==> src/rtl/control_unit_mc2_if.sv <==
// -----------------------------------------------------------------------------
// control_unit_mc2_if
// Bundle between the multicycle control unit and its datapath/memory.
//   master modport (control unit side):
//     inputs : instr[31:0], alu_zero, mem_ready
//     outputs: imm_src[2:0], pc_we, mem_req, mem_addr_src, mem_we, instr_we,
//              rf_we, alu_a_src[1:0], alu_b_src[1:0], alu_ctrl,
//              result_src[1:0], halted, trap_cause[1:0], instret[CNT_W-1:0]
//   slave modport (datapath side): the same signals with directions reversed.
// CNT_W must match the CNT_W of the control unit bound to this interface.
// -----------------------------------------------------------------------------
interface control_unit_mc2_if #(
    parameter int CNT_W = 32
);
    logic [31:0]      instr;
    logic             alu_zero;
    logic             mem_ready;
    logic [2:0]       imm_src;
    logic             pc_we;
    logic             mem_req;
    logic             mem_addr_src;
    logic             mem_we;
    logic             instr_we;
    logic             rf_we;
    logic [1:0]       alu_a_src;
    logic [1:0]       alu_b_src;
    logic             alu_ctrl;
    logic [1:0]       result_src;
    logic             halted;
    logic [1:0]       trap_cause;
    logic [CNT_W-1:0] instret;

    modport master (
        input  instr, alu_zero, mem_ready,
        output imm_src, pc_we, mem_req, mem_addr_src, mem_we, instr_we, rf_we,
               alu_a_src, alu_b_src, alu_ctrl, result_src, halted, trap_cause,
               instret
    );

    modport slave (
        output instr, alu_zero, mem_ready,
        input  imm_src, pc_we, mem_req, mem_addr_src, mem_we, instr_we, rf_we,
               alu_a_src, alu_b_src, alu_ctrl, result_src, halted, trap_cause,
               instret
    );
endinterface

==> src/rtl/control_unit_mc2.sv <==
// -----------------------------------------------------------------------------
// control_unit_mc2
// Multicycle RV32I-style control FSM. Sequences fetch, decode, memory access,
// ALU execution, jumps and branches, counts retired instructions and traps on
// illegal opcodes, SYSTEM opcodes (optional) and memory handshake timeouts.
// Ports:
//   clk  - single clock, all state changes on its rising edge
//   rst  - synchronous active-high reset
//   bus  - control_unit_mc2_if.master: instruction word, ALU zero flag and
//          memory ready in; datapath enables/selects, trap status and the
//          retired-instruction counter out.
// Parameters:
//   CNT_W          - retired-instruction counter width (wraps)
//   MEM_TIMEOUT    - memory wait cycles before a bus trap, 0 disables it
//   EN_U_TYPE      - 1 executes LUI/AUIPC, 0 treats them as illegal
//   TRAP_ON_SYSTEM - 1 traps on SYSTEM opcode, 0 retires it as a NOP
// -----------------------------------------------------------------------------
module control_unit_mc2 #(
    parameter int CNT_W          = 32,
    parameter int MEM_TIMEOUT    = 16,
    parameter int EN_U_TYPE      = 1,
    parameter int TRAP_ON_SYSTEM = 1
) (
    input  logic                      clk,
    input  logic                      rst,
    control_unit_mc2_if.master        bus
);

    localparam logic [6:0] OP_LOAD   = 7'b0000011;
    localparam logic [6:0] OP_STORE  = 7'b0100011;
    localparam logic [6:0] OP_REG    = 7'b0110011;
    localparam logic [6:0] OP_IMM    = 7'b0010011;
    localparam logic [6:0] OP_JAL    = 7'b1101111;
    localparam logic [6:0] OP_JALR   = 7'b1100111;
    localparam logic [6:0] OP_BRANCH = 7'b1100011;
    localparam logic [6:0] OP_LUI    = 7'b0110111;
    localparam logic [6:0] OP_AUIPC  = 7'b0010111;
    localparam logic [6:0] OP_FENCE  = 7'b0001111;
    localparam logic [6:0] OP_SYSTEM = 7'b1110011;

    localparam logic [1:0] CAUSE_ILLEGAL = 2'b01;
    localparam logic [1:0] CAUSE_BUS     = 2'b10;
    localparam logic [1:0] CAUSE_SYSTEM  = 2'b11;

    // Wait counter only needs to reach MEM_TIMEOUT-1; it saturates so that a
    // disabled timeout never wraps into a bogus value.
    localparam int              WAIT_W    = (MEM_TIMEOUT > 0) ? $clog2(MEM_TIMEOUT + 1) : 1;
    localparam logic [WAIT_W-1:0] WAIT_LAST = (MEM_TIMEOUT > 0) ? WAIT_W'(MEM_TIMEOUT - 1) : '0;
    localparam logic [WAIT_W-1:0] WAIT_MAX  = '1;

    typedef enum logic [3:0] {
        S_FETCH,
        S_DECODE,
        S_MEM_ADDR,
        S_MEM_READ,
        S_MEM_WB,
        S_MEM_WRITE,
        S_EXEC_R,
        S_EXEC_I,
        S_ALU_WB,
        S_JAL,
        S_JALR,
        S_BR,
        S_LUI,
        S_AUIPC,
        S_TRAP
    } state_t;

    state_t            state_reg, state_next;
    logic [WAIT_W-1:0] wait_cnt_reg, wait_cnt_next;
    logic [1:0]        trap_cause_reg, trap_cause_next;
    logic [CNT_W-1:0]  instret_reg;
    logic              retire;
    logic              in_wait;
    logic              timeout;

    logic [6:0] opcode;
    logic [2:0] funct3;

    logic       pc_we;
    logic       mem_req;
    logic       mem_addr_src;
    logic       mem_we;
    logic       instr_we;
    logic       rf_we;
    logic [1:0] alu_a_src;
    logic [1:0] alu_b_src;
    logic       alu_ctrl;
    logic [1:0] result_src;
    logic [2:0] imm_src;

    assign opcode = bus.instr[6:0];
    assign funct3 = bus.instr[14:12];

    // Register indices and immediate bits are the datapath's business.
    logic unused_instr_bits;
    assign unused_instr_bits = ^{bus.instr[31:15], bus.instr[11:7]};

    // ------------------------------------------------------------------
    // Immediate format decode, independent of FSM state
    // ------------------------------------------------------------------
    always_comb begin
        imm_src = 3'b000;
        case (opcode)
            OP_REG:                                        imm_src = 3'b001;
            OP_IMM, OP_LOAD, OP_JALR, OP_FENCE, OP_SYSTEM: imm_src = 3'b010;
            OP_STORE:                                      imm_src = 3'b011;
            OP_BRANCH:                                     imm_src = 3'b100;
            OP_LUI, OP_AUIPC:                              imm_src = 3'b101;
            OP_JAL:                                        imm_src = 3'b110;
            default:                                       imm_src = 3'b000;
        endcase
    end

    // ------------------------------------------------------------------
    // Timeout: fires in the cycle whose own missing ready would make the
    // wait count equal MEM_TIMEOUT. A ready in that cycle takes precedence
    // because every wait state tests mem_ready before timeout.
    // ------------------------------------------------------------------
    assign in_wait = (state_reg == S_FETCH) || (state_reg == S_MEM_READ) ||
                     (state_reg == S_MEM_WRITE);
    assign timeout = (MEM_TIMEOUT > 0) && in_wait && !bus.mem_ready &&
                     (wait_cnt_reg == WAIT_LAST);

    // ------------------------------------------------------------------
    // Next state and control outputs
    // ------------------------------------------------------------------
    always_comb begin
        state_next      = state_reg;
        trap_cause_next = trap_cause_reg;
        retire          = 1'b0;
        pc_we           = 1'b0;
        mem_req         = 1'b0;
        mem_addr_src    = 1'b0;
        mem_we          = 1'b0;
        instr_we        = 1'b0;
        rf_we           = 1'b0;
        alu_a_src       = 2'b00;
        alu_b_src       = 2'b00;
        alu_ctrl        = 1'b0;
        result_src      = 2'b00;

        case (state_reg)
            S_FETCH: begin
                // PC + 4 computed and written back as the fetch completes.
                mem_req    = 1'b1;
                alu_a_src  = 2'b00;
                alu_b_src  = 2'b10;
                alu_ctrl   = 1'b1;
                result_src = 2'b10;
                if (bus.mem_ready) begin
                    instr_we   = 1'b1;
                    pc_we      = 1'b1;
                    state_next = S_DECODE;
                end else if (timeout) begin
                    state_next      = S_TRAP;
                    trap_cause_next = CAUSE_BUS;
                end
            end

            S_DECODE: begin
                // Branch target (old PC + imm) precomputed into ALU-out.
                alu_a_src = 2'b01;
                alu_b_src = 2'b01;
                alu_ctrl  = 1'b1;
                case (opcode)
                    OP_LOAD, OP_STORE: state_next = S_MEM_ADDR;
                    OP_REG:            state_next = S_EXEC_R;
                    OP_IMM:            state_next = S_EXEC_I;
                    OP_JAL:            state_next = S_JAL;
                    OP_JALR:           state_next = S_JALR;
                    OP_BRANCH:         state_next = S_BR;
                    OP_LUI, OP_AUIPC: begin
                        if (EN_U_TYPE != 0) begin
                            state_next = (opcode == OP_LUI) ? S_LUI : S_AUIPC;
                        end else begin
                            state_next      = S_TRAP;
                            trap_cause_next = CAUSE_ILLEGAL;
                        end
                    end
                    OP_FENCE: begin
                        state_next = S_FETCH;
                        retire     = 1'b1;
                    end
                    OP_SYSTEM: begin
                        if (TRAP_ON_SYSTEM != 0) begin
                            state_next      = S_TRAP;
                            trap_cause_next = CAUSE_SYSTEM;
                        end else begin
                            state_next = S_FETCH;
                            retire     = 1'b1;
                        end
                    end
                    default: begin
                        state_next      = S_TRAP;
                        trap_cause_next = CAUSE_ILLEGAL;
                    end
                endcase
            end

            S_MEM_ADDR: begin
                alu_a_src  = 2'b10;
                alu_b_src  = 2'b01;
                alu_ctrl   = 1'b1;
                // Only loads and stores reach here; bit 5 separates them.
                state_next = opcode[5] ? S_MEM_WRITE : S_MEM_READ;
            end

            S_MEM_READ: begin
                mem_req      = 1'b1;
                mem_addr_src = 1'b1;
                if (bus.mem_ready) begin
                    state_next = S_MEM_WB;
                end else if (timeout) begin
                    state_next      = S_TRAP;
                    trap_cause_next = CAUSE_BUS;
                end
            end

            S_MEM_WRITE: begin
                mem_req      = 1'b1;
                mem_addr_src = 1'b1;
                mem_we       = 1'b1;
                if (bus.mem_ready) begin
                    state_next = S_FETCH;
                    retire     = 1'b1;
                end else if (timeout) begin
                    state_next      = S_TRAP;
                    trap_cause_next = CAUSE_BUS;
                end
            end

            S_MEM_WB: begin
                result_src = 2'b01;
                rf_we      = 1'b1;
                state_next = S_FETCH;
                retire     = 1'b1;
            end

            S_EXEC_R: begin
                alu_a_src  = 2'b10;
                alu_b_src  = 2'b00;
                state_next = S_ALU_WB;
            end

            S_EXEC_I: begin
                alu_a_src  = 2'b10;
                alu_b_src  = 2'b01;
                state_next = S_ALU_WB;
            end

            S_JAL: begin
                // Link value old PC + 4; target already in ALU-out from DECODE.
                alu_a_src  = 2'b01;
                alu_b_src  = 2'b10;
                alu_ctrl   = 1'b1;
                pc_we      = 1'b1;
                state_next = S_ALU_WB;
            end

            S_JALR: begin
                alu_a_src  = 2'b10;
                alu_b_src  = 2'b01;
                alu_ctrl   = 1'b1;
                result_src = 2'b10;
                pc_we      = 1'b1;
                state_next = S_ALU_WB;
            end

            S_LUI: begin
                alu_a_src  = 2'b11;
                alu_b_src  = 2'b01;
                alu_ctrl   = 1'b1;
                state_next = S_ALU_WB;
            end

            S_AUIPC: begin
                alu_a_src  = 2'b01;
                alu_b_src  = 2'b01;
                alu_ctrl   = 1'b1;
                state_next = S_ALU_WB;
            end

            S_ALU_WB: begin
                result_src = 2'b00;
                rf_we      = 1'b1;
                state_next = S_FETCH;
                retire     = 1'b1;
            end

            S_BR: begin
                // funct3[0] inverts the equality sense (BNE/BGE/BGEU),
                // funct3[2] selects the less-than family whose ALU result
                // is nonzero when the condition holds.
                alu_a_src  = 2'b10;
                alu_b_src  = 2'b00;
                pc_we      = bus.alu_zero ^ funct3[0] ^ funct3[2];
                state_next = S_FETCH;
                retire     = 1'b1;
            end

            S_TRAP: begin
                state_next = S_TRAP;
            end

            default: begin
                state_next = S_FETCH;
            end
        endcase

        // Wait counter restarts whenever the state changes.
        wait_cnt_next = wait_cnt_reg;
        if (state_next != state_reg) begin
            wait_cnt_next = '0;
        end else if (in_wait && !bus.mem_ready && (wait_cnt_reg != WAIT_MAX)) begin
            wait_cnt_next = wait_cnt_reg + WAIT_W'(1);
        end
    end

    // ------------------------------------------------------------------
    // State registers
    // ------------------------------------------------------------------
    always_ff @(posedge clk) begin
        if (rst) begin
            state_reg      <= S_FETCH;
            wait_cnt_reg   <= '0;
            trap_cause_reg <= 2'b00;
            instret_reg    <= '0;
        end else begin
            state_reg      <= state_next;
            wait_cnt_reg   <= wait_cnt_next;
            trap_cause_reg <= trap_cause_next;
            if (retire) begin
                instret_reg <= instret_reg + CNT_W'(1);
            end
        end
    end

    // ------------------------------------------------------------------
    // Output mapping
    // ------------------------------------------------------------------
    assign bus.imm_src      = imm_src;
    assign bus.pc_we        = pc_we;
    assign bus.mem_req      = mem_req;
    assign bus.mem_addr_src = mem_addr_src;
    assign bus.mem_we       = mem_we;
    assign bus.instr_we     = instr_we;
    assign bus.rf_we        = rf_we;
    assign bus.alu_a_src    = alu_a_src;
    assign bus.alu_b_src    = alu_b_src;
    assign bus.alu_ctrl     = alu_ctrl;
    assign bus.result_src   = result_src;
    assign bus.halted       = (state_reg == S_TRAP);
    assign bus.trap_cause   = trap_cause_reg;
    assign bus.instret      = instret_reg;

endmodule

==> src/flat_wrapper.sv <==
// flat-port wrapper written by rule: the top's interface ports become plain ports
module control_unit_mc2_flat 
#(
    parameter int CNT_W          = 32,
    parameter int MEM_TIMEOUT    = 16,
    parameter int EN_U_TYPE      = 1,
    parameter int TRAP_ON_SYSTEM = 1
)
  (clk, rst, bus_instr, bus_alu_zero, bus_mem_ready, bus_imm_src, bus_pc_we, bus_mem_req, bus_mem_addr_src, bus_mem_we, bus_instr_we, bus_rf_we, bus_alu_a_src, bus_alu_b_src, bus_alu_ctrl, bus_result_src, bus_halted, bus_trap_cause, bus_instret);
  control_unit_mc2_if #(.CNT_W(CNT_W)) bus_i ();
  input  logic clk;
  input  logic rst;
  input wire logic [$bits(bus_i.instr)-1:0] bus_instr;
  input wire logic [$bits(bus_i.alu_zero)-1:0] bus_alu_zero;
  input wire logic [$bits(bus_i.mem_ready)-1:0] bus_mem_ready;
  output wire logic [$bits(bus_i.imm_src)-1:0] bus_imm_src;
  output wire logic [$bits(bus_i.pc_we)-1:0] bus_pc_we;
  output wire logic [$bits(bus_i.mem_req)-1:0] bus_mem_req;
  output wire logic [$bits(bus_i.mem_addr_src)-1:0] bus_mem_addr_src;
  output wire logic [$bits(bus_i.mem_we)-1:0] bus_mem_we;
  output wire logic [$bits(bus_i.instr_we)-1:0] bus_instr_we;
  output wire logic [$bits(bus_i.rf_we)-1:0] bus_rf_we;
  output wire logic [$bits(bus_i.alu_a_src)-1:0] bus_alu_a_src;
  output wire logic [$bits(bus_i.alu_b_src)-1:0] bus_alu_b_src;
  output wire logic [$bits(bus_i.alu_ctrl)-1:0] bus_alu_ctrl;
  output wire logic [$bits(bus_i.result_src)-1:0] bus_result_src;
  output wire logic [$bits(bus_i.halted)-1:0] bus_halted;
  output wire logic [$bits(bus_i.trap_cause)-1:0] bus_trap_cause;
  output wire logic [$bits(bus_i.instret)-1:0] bus_instret;
  assign bus_i.instr = bus_instr;
  assign bus_i.alu_zero = bus_alu_zero;
  assign bus_i.mem_ready = bus_mem_ready;
  assign bus_imm_src = bus_i.imm_src;
  assign bus_pc_we = bus_i.pc_we;
  assign bus_mem_req = bus_i.mem_req;
  assign bus_mem_addr_src = bus_i.mem_addr_src;
  assign bus_mem_we = bus_i.mem_we;
  assign bus_instr_we = bus_i.instr_we;
  assign bus_rf_we = bus_i.rf_we;
  assign bus_alu_a_src = bus_i.alu_a_src;
  assign bus_alu_b_src = bus_i.alu_b_src;
  assign bus_alu_ctrl = bus_i.alu_ctrl;
  assign bus_result_src = bus_i.result_src;
  assign bus_halted = bus_i.halted;
  assign bus_trap_cause = bus_i.trap_cause;
  assign bus_instret = bus_i.instret;
  control_unit_mc2 #(.CNT_W(CNT_W), .MEM_TIMEOUT(MEM_TIMEOUT), .EN_U_TYPE(EN_U_TYPE), .TRAP_ON_SYSTEM(TRAP_ON_SYSTEM)) u_core (.clk(clk), .rst(rst), .bus(bus_i));
endmodule
==> config.mk <==
export PLATFORM = sky130hd
export DESIGN_NAME = control_unit_mc2_flat
export DESIGN_NICKNAME = d
export VERILOG_FILES = /design/src/rtl/control_unit_mc2_if.sv /design/src/rtl/control_unit_mc2.sv /design/src/flat_wrapper.sv
export SDC_FILE = /design/constraint.sdc
export NUM_CORES = 1
export LEC_CHECK = 0
export BUFFER_PORTS_ARGS = -buffer_cell sky130_fd_sc_hd__buf_2
export CORE_MARGIN = 2
export CORE_UTILIZATION = 35
export CTS_BUF_LIST = sky130_fd_sc_hd__clkbuf_8
export DETAILED_ROUTE_END_ITERATION = 10
export HOLD_SLACK_MARGIN = 0.08
export PLACE_DENSITY = 0.58
export SETUP_SLACK_MARGIN = 0.1
export SLEW_MARGIN = 20
export SYNTH_ARGS = -nofsm -noshare
export SYNTH_HDL_FRONTEND = slang
export SYNTH_SLANG_ARGS = --single-unit
==> constraint.sdc <==
create_clock -name clk -period 3.4 [get_ports clk]
set_input_delay 0.17 -clock clk [delete_from_list [all_inputs] [get_ports clk]]
set_output_delay 0.17 -clock clk [all_outputs]
set_load 0.02 [all_outputs]
Yosys cells after proc, flatten, opt, wreduce, memory -nomap -nowiden
Cells that the tools add are included.
{ "totals": {"reg_bits": 43, "word_cells": 91, "output_inout_bits": 51, "inputBits": 36} }
{ "classes": {"n_addsub": 2, "n_eq_ne": 31, "n_mux": 26, "n_reduce_logical": 26, "n_bitwise": 2} }
{ "ops": {"columns": ["op", "n"], "rows": [
  ["$add A32 B1 Y32 const B", 1],
  ["$pmux W4 S8", 1],
  ["$eq A4 B4 Y1 const B", 7],
  ["$eq A7 B7 Y1 const B", 4],
  ["$pmux W4 S7", 1],
  ["$eq A7 B6 Y1 const B", 3],
  ["$pmux W3 S6", 1],
  ["$eq A4 B3 Y1 const B", 4],
  ["$mux W4", 4],
  ["$pmux W2 S2", 4],
  ["$reduce_or A2 Y1", 8],
  ["$eq A7 B5 Y1 const B", 2],
  ["$reduce_or A6 Y1", 2],
  ["$reduce_or A10 Y1", 1],
  ["$reduce_or A5 Y1", 2],
  ["$mux W1", 9],
  ["$reduce_or A3 Y1", 3],
  ["$eq A4 B2 Y1 const B", 2],
  ["$eq A7 B2 Y1 const B", 1],
  ["$eq A7 B4 Y1 const B", 1],
  ["$reduce_or A7 Y1", 1],
  ["$pmux W1 S3", 2],
  ["$pmux W2 S3", 1],
  ["$add A5 B1 Y5 const B", 1],
  ["15 further kinds", 21]
]} }

Depth between registers and ports, before layout
Gate-level depths: netlist of run 1.
{ "depth": {"word_depth": 10, "mapped_depth": 9, "depth_no_buf": 9} }

Worst setup path before layout of run 1
Ideal clock, no wire load.
{ "synth_path": {"path_type": "register to register", "startpoint": "register u_core.instret_reg[3] (netlist: u_core.bus.instret[3])", "endpoint": "register u_core.instret_reg[30] (netlist: u_core.bus.instret[30])", "period_less_slack_ps": 2185, "required_ps": 3329, "path_slack_ps": 1215, "stages_incl_launch_ff": 7, "setup_ps": 71, "t_arrival_ps": 2115, "path_buffers": 0, "path_cell_list": "dfxtp_1 > nand4_2 > nor4_4 > nand3_4 > a2111o_1 > or3_1 > a21oi_1"} }
{ "synth_between": {"elab_chain_cells": 1} }
{ "synth_rtl": {"columns": ["item", "line", "rtl"], "rows": [
  ["from (decl)", "control_unit_mc2.sv:72", "logic [CNT_W-1:0] instret_reg;"],
  ["from (signal assigned)", "control_unit_mc2.sv:334", "instret_reg <= instret_reg + CNT_W'(1);"],
  ["$add A32 B1 Y32", "control_unit_mc2.sv:334", null]
]} }
No other way between the ends.
A chain may end at the register's enable or synchronous reset.

Worst setup path after layout of run 1
{ "layout_path": {"startpoint": "register u_core.state_reg[2]", "endpoint": "register u_core.instret_reg[18] (netlist: u_core.bus.instret[18])"} }
{ "layout_between": {"elab_chain_cells": 3, "word_cells_on_any_way": 7, "cone_classes": "5 x eq/ne; 1 x mux; 1 x reduce/logical"} }
{ "layout_rtl": {"columns": ["item", "line", "rtl"], "rows": [
  ["from (decl)", "control_unit_mc2.sv:69", "state_t state_reg, state_next;"],
  ["from (signal assigned)", "control_unit_mc2.sv:330", "state_reg <= state_next;"],
  ["$eq A4 B4 Y1 / $eq A4 B3 Y1 (equally long branches)", "control_unit_mc2.sv:143", "case (state_reg)"],
  ["$reduce_or A3 Y1 (no line)", null, null],
  ["$pmux W1 S3 (*)", "control_unit_mc2.sv:143", null]
]} }
Mark *: on every way between the ends. The rest lies on a longest branch, timed or not.

==> results of run 1 <==
[cells in the final DEF, fill, tap and decap left out, types with 3 or more instances in the layout]
cell / netlist / routed
clkbuf_8: 1 / 7
xor2_1: 8 / 8
ha_1: 4 / 4
a21oi_1: 20 / 20
nor3b_1: 3 / 3
nand4_1: 4 / 4
or2_2: 3 / 3
nor2_1: 53 / 53
nor3_1: 8 / 8
a211oi_1: 9 / 9
o21a_1: 3 / 3
o31ai_1: 4 / 4
nor4_1: 8 / 8
or4_1: 4 / 4
and3_1: 3 / 3
o21ai_0: 17 / 17
dfxtp_1: 43 / 43
or3_1: 8 / 8
buf_2: 10 / 63
a2111oi_0: 7 / 7
xnor2_1: 24 / 24
buf_4: 2 / 6
nand2_1: 24 / 24
mux2i_1: 3 / 3
nand3_1: 15 / 15
inv_1: 12 / 13
nand2b_1: 3 / 3
[layer usage]
layer,up-vias,wire length [µm],track usage
li1,1400,-,-
met1,1291,3520,0.230
met2,101,3080,0.261
met3,9,429,0.0281
met4,0,78,0.0362
met5,-,0,0
[logic make-up after synthesis]
logic type	share of synthesized area
buffers and inverters	0.0637
adder cells (fa/ha/maj)	0.0176
AND/OR/NAND/NOR	0.301
flip-flops	0.302
multiplexers	0.0145
XOR/XNOR	0.0985
AO/OA/AOI/OAI	0.203
[layout make-up]
cell class,instances,area share
Clock buffer,7,0.0292
Clock inverter,1,0.00114
Inverter,13,0.0148
Multi-Input combinational cell,278,0.546
Sequential cell,43,0.261
Tap cell,102,0.0387
Timing Repair Buffer,69,0.109
[where the power goes]
part | leakage, µW | internal (µW) | total, µW | switching (µW)
clock network | 0.0000557 | 183 | 351 | 168
logic | 0.000841 | 184 | 493 | 308
registers | 0.000347 | 524 | 566 | 41.8
total | 0.00124 | 891 | 1410 | 519
[path summary, 6_finish.rpt]
check / cells after the start / end / slack, ns / startpoint
max: 6 / u_core.bus.instret[18]$_SDFFE_PP0P_ / 0.67 / u_core.state_reg[2]$_SDFF_PP0_
min: 4 / u_core.bus.trap_cause[1]$_SDFFE_PP0P_ / 0.38 / bus_instr[4]
max reg2reg: 6 / u_core.bus.instret[18]$_SDFFE_PP0P_ / 0.67 / u_core.state_reg[2]$_SDFF_PP0_
min reg2reg: 2 / u_core.bus.instret[18]$_SDFFE_PP0P_ / 0.49 / u_core.bus.instret[18]$_SDFFE_PP0P_
[worst min-delay path: stages]
cell and delay, ns:
buf_2 0.17, nand2_1 0.07, o21ai_0 0.07, nor3b_1 0.13
[metrics by stage]
step	cells	util	worst slack [ns]	hold WS, ns	power [µW]
after floorplan	360	-	1.21	0.383	937
after global placement	505	0.410	0.796	0.478	1060
after detailed placement	505	0.410	0.717	0.479	1070
after CTS	513	0.423	0.687	0.370	1420
after global routing	513	0.423	0.375	0.411	1500
final	513	0.423	0.671	0.379	1410
==> reports/metrics.yaml, run 1 <==
sta:
  period_needed_ns: 2.73
  setup_viol_count_final: 0
  hold_viol: 0
  worst_slew_pin_slew_ns: 0.896
  min_period_over_period: 0.803
  rsz0062_at_grt: "no"
  fmax_mhz: 366
  max-slew-margin-rel: 0.400
  final_max_slew_viol_count: 0
  fin_skew_ns: 0.00829
  tns_ns: 0
grt:
  grt_max_degree: 45
  grt_pass1_vias: 2531
  grt_overflow_total: 0
  antenna_found_initial: 0
  grt_pass1_wl_mm: 12.0
  grt_use_total: 0.163
clock_network:
  clkLatencyLatePin_ns: 0.29
  cts_sinks: 43
  cts_tree: "yes"
  clk_path_buf_depth: 2
  cts_root_buf: "clkbuf_8"
  path_clk_slew_ns: 0.08
  cts.htree.levels: 2
  ctsHoldBuffers: 0
  postCtsSetupBuffers: 0
  cts_resized: 0
  cts_buffers: 5
yosys:
  synth.most_common_cell: "nor2_1"
  synth_area_leader_cell: "dfxtp_1"
  synth_seq_cells: 43
  syn_nets: 400
  netlist_area_mm2: 0.00285
  yosys_warnings: 0
  yosys_most_used_dff: "dfxtp_1"
  ys_seq_area_frac: 0.302
  netlist_top_cells_area: "dfxtp_1 (30%), xnor2_1 (7.4%), nor2_1 (7.0%), a21oi_1 (3.5%), nand2_1 (3.2%)"
  synth_commonest_cells: "nor2_1 (53), dfxtp_1 (43), nand2_1 (24), xnor2_1 (24), a21oi_1 (20)"
  synth_edf_count: 0
  synth_cell_type_count: 63
  synth_cells: 360
  synthArstFlopShare: 0
  avgSynthCellArea_um2: 7.91
  synth_top_area_share: 0.302
floorplanning:
  rows: 32
  die_w_um: 94.2
  die_h_um: 94.2
  dieArea_mm2: 0.00887
  placeableCoreArea_mm2: 0.00781
  io_pins: 87
  start_util: 0.365
min_path:
  hp-class: "primary input to register"
layout:
  synthToLayoutAreaGrowth_pct: 16.0
  num-fill-cells: 809
  drive_gt1_frac: 0.221
  final_area_mm2: 0.00330
  diodes: 0
  area.sequential_um2: 861
  num-nets-final: 450
  largest_reg_flops: 32
  multi_input_area_mm2: 0.00180
power:
  vdd_drop_max_mv: 0.217
  leakage_uw: 0.00124
  power_density_mw_per_mm2: 427
placed_design:
  dpl_cell_area_mm2: 0.00320
  gp_routability_congestion: 0.824
  portBuffers: 63
  dpl.hpwl_mm: 5.00
route:
  drt_pass1_iterations: 4
  postRouteAntennaNets: 0
  vias: 2801
  routed_wl_mm: 7.11
  via_per_inst: 5.46
  drc_errors: 0
  first_iter_violations: 103
  post_drt_wl_per_cell_um: 13.9
worst_setup_path:
  cp.required_ns: 3.61
  crit_fanout: 20
  endpoint_kind: "register"
  path_cells: "xnor2_1 > a2bb2oi_1 > o2bb2ai_1 > o211ai_1 > or4_1 > a21oi_1"
  cp_slowest_cell: "dfxtp_1"
  critPathMaxStageDelay_ns: 0.84
  path_delay_family: "compound AO/OA/AOI/OAI gates"
  crit_type: "register to register"
  cp.arrival_ns: 2.94
  crit_buf_inv: 0
  cp-start-kind: "register"
flow_run:
  max_cap_viol_count: 0
status:
  status: "finished clean"
(Power assumes the default switching activity.)
==> run 2, diff against run 1 <==
--- a/config.mk
+++ b/config.mk
@@ -11,7 +11,7 @@
 export CTS_BUF_LIST = sky130_fd_sc_hd__clkbuf_8
 export DETAILED_ROUTE_END_ITERATION = 10
 export HOLD_SLACK_MARGIN = 0.08
-export PLACE_DENSITY = 0.58
+export PLACE_DENSITY = 0.6
 export SETUP_SLACK_MARGIN = 0.1
 export SLEW_MARGIN = 20
 export SYNTH_ARGS = -nofsm -noshare
==> constraint.sdc (replaced) <==
create_clock -name clk -period 2.2 [get_ports clk]
set_input_delay 0.11 -clock clk [delete_from_list [all_inputs] [get_ports clk]]
set_output_delay 0.11 -clock clk [all_outputs]
set_load 0.02 [all_outputs]
==> reports/metrics.yaml, run 2 (synthesized netlist as in run 1, its figures left out) <==
grt:
  grt_max_degree: 34
  grt_use_total: 0.169
  grt_pass1_wl_mm: 12.2
  grt_pass1_vias: 2590
  grt_overflow_total: 0
  antenna_found_initial: 0
sta:
  rsz0062_at_grt: "yes"
  max-slew-margin-rel: 0.571
  holdWs_ns: 0.317
  period_needed_ns: 2.07
  layout_setup_ws_ns: 0.131
  final_max_slew_viol_count: 0
  worst_slew_pin_slew_ns: 0.644
  tns_ns: 0
  fin_skew_ns: 0.00747
  setup_viol_count_final: 0
  hold_viol: 0
  fmax_mhz: 483
  min_period_over_period: 0.940
worst_setup_path:
  cp.required_ns: 2.41
  path_cells: "ha_2 > and3_4 > ha_4 > o21ai_2 > o21ai_1 > o32ai_2 > nor3_2 > o221ai_4 > nor4_2"
  r2r-end: "u_core.wait_cnt_reg[1]$_SDFFE_PP0P_"
  crit_end: "u_core.wait_cnt_reg[1]$_SDFFE_PP0P_"
  endpoint_kind: "register"
  cp_slowest_cell: "dfxtp_2"
  cp-startpoint: "u_core.wait_cnt_reg[1]$_SDFFE_PP0P_"
  reg2reg_setup_slack_ns: 0.13
  crit_type: "register to register"
  cp-start-kind: "register"
  crit_fanout: 5
  ff2ff_path_depth: 9
  r2r-start: "u_core.wait_cnt_reg[1]$_SDFFE_PP0P_"
  critPathMaxStageDelay_ns: 0.35
  cp.arrival_ns: 2.28
floorplanning:
  start_util: 0.365
  io_pins: 87
  die_h_um: 94.2
  die_w_um: 94.2
  placeableCoreArea_mm2: 0.00781
  rows: 32
  dieArea_mm2: 0.00887
clock_network:
  cts.htree.levels: 2
  cts_sinks: 43
  cts_buffers: 5
  cts_tree: "yes"
  cts_root_buf: "clkbuf_8"
  path_clk_slew_ns: 0.08
  clkLatencyLatePin_ns: 0.30
  clk_path_buf_depth: 2
layout:
  num-nets-final: 484
  synthToLayoutAreaGrowth_pct: 31.8
  largest_reg_flops: 32
  final_cell_mix: "buf_2 (63), nor2_1 (51), buf_4 (39), dfxtp_1 (32)"
  postLayoutCoreUtil: 0.480
  diodes: 0
  num-fill-cells: 793
  final_common_cell: "buf_2"
  drive_gt1_frac: 0.362
flow_run:
  max_cap_viol_count: 0
route:
  first_iter_violations: 124
  via_per_inst: 5.32
  drc_errors: 0
  vias: 2912
  post_drt_wl_per_cell_um: 13.8
  drt_pass1_iterations: 4
  routed_wl_mm: 7.57
  postRouteAntennaNets: 0
placed_design:
  dpl.hpwl_mm: 5.40
  portBuffers: 63
  pre_cts_slack_ns: -0.0212
  gp_routability_congestion: 0.814
power:
  power.switching_uw: 888
  vdd_drop_max_mv: 0.313
  seqPwrFrac: 0.347
  p_total_uw: 2460
  power_switching_share: 0.360
  power_density_mw_per_mm2: 657
  leakage_uw: 0.00145
  clockPowerShare: 0.263
  p_int_uw: 1580
  p_comb_frac: 0.389
min_path:
  hp-class: "primary input to register"
status:
  status: "finished clean"
## run 2: cell count changes in the layout (fill, tap and decap cells not counted), moves of 3 or more
cell | before | now
a2111oi_0 | 7 | 1
buf_4 | 6 | 39
dfxtp_1 | 43 | 32
dfxtp_2 | 0 | 10
nor4_1 | 8 | 5
a2111oi_2 | 1 | 6
nor4_2 | 0 | 3
o21ai_0 | 17 | 14
## run 2: how the worst min path moves through the flow
stage / startpoint / end / slack (ns) / depth (start not counted)
final: rst / u_core.bus.instret[17]$_SDFFE_PP0P_ / 0.32 / 2
after global routing: bus_instr[0] / u_core.bus.trap_cause[1]$_SDFFE_PP0P_ / 0.34 / 4
after CTS: bus_mem_ready / u_core.bus.trap_cause[0]$_SDFFE_PP0P_ / 0.30 / 5
after detailed placement: u_core.bus.trap_cause[0]$_SDFFE_PP0P_ / u_core.bus.trap_cause[0]$_SDFFE_PP0P_ / 0.48 / 2
after global placement: u_core.bus.trap_cause[0]$_SDFFE_PP0P_ / u_core.bus.trap_cause[0]$_SDFFE_PP0P_ / 0.48 / 2
after floorplan: rst / u_core.wait_cnt_reg[4]$_SDFFE_PP0P_ / 0.32 / 2
## run 2: cell type report
cell class              instances  area (µm²)  share of cell area
well taps                     102         128              0.0340
clock inverters                 2        35.0             0.00934
clock buffers                   6        82.6              0.0220
repair buffers                103         628               0.167
multi-input cells             278        1950               0.520
flip-flops and latches         43         877               0.234
inverters                      13        48.8              0.0130
## run 2: critical path, delay by kind of cell (launching register included)
kind            cells  cell delay, ns
compound gates      4            0.51
flops               1            0.35
fa+ha+maj           2            0.35
simple gates        3            0.75
## run 2: metrics by stage
stage	cell area, µm²	instances
final	3750	547
after global routing	3750	547
after CTS	3610	546
after detailed placement	3450	535
after global placement	3450	535
after floorplan	2860	360
## run 2: timing repair
action / CTS / global route
hold buffers: 0 / 0
buffers inserted: 3 / 1
resized for setup: 4 / 35
pin swaps: 8 / 9
setup endpoints to repair: 26 / 29
gates cloned: 0 / 0
## run 2: layer usage
layer / GRT usage / wire (µm) / up-vias / part of all wire
li1: - / - / 1474 / -
met1: 0.234 / 3650 / 1366 / 0.48
met2: 0.268 / 3460 / 66 / 0.46
met3: 0.0265 / 383 / 6 / 0.051
met4: 0.0531 / 72 / 0 / 0.0095
met5: 0 / 0 / - / 0
## run 2: power by group through the flow
| stage | logic [µW] | clock network, µW | registers (µW) |
|---|---|---|---|
| floorplan | 579 | 0 | 872 |
| global placement | 868 | 0 | 870 |
| detailed placement | 872 | 0 | 871 |
| CTS | 894 | 671 | 854 |
| global route | 1050 | 697 | 862 |
| finish | 959 | 649 | 856 |
==> run 3, diff against run 2 <==
--- a/config.mk
+++ b/config.mk
@@ -12,6 +12,7 @@
 export DETAILED_ROUTE_END_ITERATION = 10
 export HOLD_SLACK_MARGIN = 0.08
 export PLACE_DENSITY = 0.6
+export REMOVE_ABC_BUFFERS = 1
 export SETUP_SLACK_MARGIN = 0.1
 export SLEW_MARGIN = 20
 export SYNTH_ARGS = -nofsm -noshare
==> reports/metrics.yaml, run 3 (synthesized netlist as in run 1, its figures left out) <==
sta:
  period_needed_ns: 2.12
  fmax_mhz: 472
  min_period_over_period: 0.963
  final_max_slew_viol_count: 0
  hold_viol: 0
  worst_slew_pin_slew_ns: 0.491
  fin_skew_ns: 0.0106
  layout_setup_ws_ns: 0.0805
  rsz0062_at_grt: "yes"
  max-slew-margin-rel: 0.664
  setup_viol_count_final: 0
  tns_ns: 0
placed_design:
  dpl.hpwl_mm: 5.67
  gp_routability_congestion: 0.840
  placed_cells: 550
  pre_cts_slack_ns: -0.0685
  portBuffers: 63
layout:
  finalNonFillerCells: 566
  num-nets-final: 503
  diodes: 0
  num-fill-cells: 773
  final_common_cell: "buf_2"
  drive_gt1_frac: 0.388
  final_cell_mix: "buf_2 (63), buf_4 (58), nor2_1 (53), dfxtp_1 (31), xnor2_1 (23)"
  largest_reg_flops: 32
  synthToLayoutAreaGrowth_pct: 38.4
worst_setup_path:
  crit_buf_inv: 2
  path_cells: "buf_6 > nor4b_4 > buf_4 > a2bb2oi_4 > a2111o_1 > or3_4 > a21oi_2"
  r2r-end: "u_core.bus.instret[24]$_SDFFE_PP0P_"
  crit_type: "register to register"
  crit_fanout: 8
  cp.required_ns: 2.44
  critPathMaxStageDelay_ns: 0.55
  cp_slowest_cell: "a2111o_1"
  cp.arrival_ns: 2.36
  cp-startpoint: "u_core.state_reg[3]$_SDFF_PP0_"
  endpoint_kind: "register"
  crit_cells: 7
  path_delay_family: "compound AO/OA/AOI/OAI gates"
  r2r-start: "u_core.state_reg[3]$_SDFF_PP0_"
  cp-start-kind: "register"
  ff2ff_path_depth: 7
  reg2reg_setup_slack_ns: 0.08
  crit_end: "u_core.bus.instret[24]$_SDFFE_PP0P_"
floorplanning:
  placeableCoreArea_mm2: 0.00781
  dieArea_mm2: 0.00887
  io_pins: 87
  rows: 32
  start_util: 0.365
  die_h_um: 94.2
  die_w_um: 94.2
route:
  drc_errors: 0
  routed_wl_mm: 7.89
  first_iter_violations: 132
  vias: 2980
  post_drt_wl_per_cell_um: 13.9
  drt_pass1_iterations: 4
  via_per_inst: 5.27
  postRouteAntennaNets: 0
clock_network:
  clk_path_buf_depth: 2
  cts_tree: "yes"
  cts.htree.levels: 2
  cts_sinks: 43
  cts_root_buf: "clkbuf_8"
  clkLatencyLatePin_ns: 0.31
  path_clk_slew_ns: 0.09
  ctsHoldBuffers: 0
  cts_buffers: 5
grt:
  grt_overflow_total: 0
  antenna_found_initial: 0
  grt_max_degree: 20
  grt_pass1_wl_mm: 12.8
  met2_usage: 0.290
  grt_use_total: 0.180
  busiest_layer: "met2"
  use_met1: 0.240
  grt_pass1_vias: 2757
  use_met3: 0.0329
power:
  leakage_uw: 0.00156
  vdd_drop_max_mv: 0.357
  power_density_mw_per_mm2: 671
min_path:
  hp-class: "primary input to register"
flow_run:
  max_cap_viol_count: 0
status:
  status: "finished clean"
run 3: cell types whose count changed in the layout (fill, tap and decap cells not counted), sizes merged:
cell    previous run  this run
buf              103       122
bufinv             1         2
clkinv             2         1
inv               12        13
clkbuf             6         5
run 3: what timing repair did:
item                       4_1_cts  5_1_grt
buffers inserted                 1        7
pin swaps                        5       16
resized for setup                8       42
setup endpoints to repair       20       24
run 3: per-layer routing:
metal | vias up | wire (µm) | part of all wire
met1 | 1399 | 3740 | 0.47
li1 | 1506 | - | -
met3 | 11 | 342 | 0.043
met2 | 64 | 3670 | 0.47
met4 | 0 | 135 | 0.017
met5 | - | 0 | 0
run 3: power breakdown:
part / internal, µW / leakage (µW) / total (µW) / switching [µW]
clock network: 449 / 0.0000695 / 740 / 290
logic: 457 / 0.00114 / 1050 / 589
registers: 815 / 0.000354 / 856 / 41.6
total: 1720 / 0.00156 / 2640 / 921
run 3: per-stage QoR:
step / utilization / total power, µW / hold slack [ns] / cell area, µm²
floorplan: - / 1390 / 0.179 / 2710
global placement: 0.453 / 1770 / 0.476 / 3540
detailed placement: 0.453 / 1770 / 0.502 / 3540
CTS: 0.477 / 2530 / 0.211 / 3720
global route: 0.504 / 2790 / 0.223 / 3940
finish: 0.504 / 2640 / 0.204 / 3940
run 3: worst min path at each step:
stage,slack [ns],cells past startpoint,from,end
floorplan,0.18,1,rst,u_core.bus.instret[10]$_SDFFE_PP0P_
global placement,0.48,2,u_core.bus.instret[18]$_SDFFE_PP0P_,u_core.bus.instret[18]$_SDFFE_PP0P_
detailed placement,0.50,2,u_core.bus.instret[18]$_SDFFE_PP0P_,u_core.bus.instret[18]$_SDFFE_PP0P_
CTS,0.21,2,rst,u_core.bus.instret[11]$_SDFFE_PP0P_
global route,0.22,2,rst,u_core.bus.instret[21]$_SDFFE_PP0P_
finish,0.20,2,rst,u_core.bus.instret[11]$_SDFFE_PP0P_
run 3: worst reg2reg max path, stage by stage, from the launching register on:
cell	delay, ns
dfxtp_4	0.38
buf_6	0.12
nor4b_4	0.23
buf_4	0.18
a2bb2oi_4	0.08
a2111o_1	0.55
or3_4	0.41
a21oi_2	0.11
run 3: final cells by class:
type                       count  area, µm²  share of cell area
inverter                      13       48.8              0.0124
tap                          102        128              0.0324
clock buffer                   5       68.8              0.0175
sequential                    43        881               0.224
timing repair buffer         122        762               0.193
clock inverter                 3       63.8              0.0162
multi-input combinational    278       1990               0.504
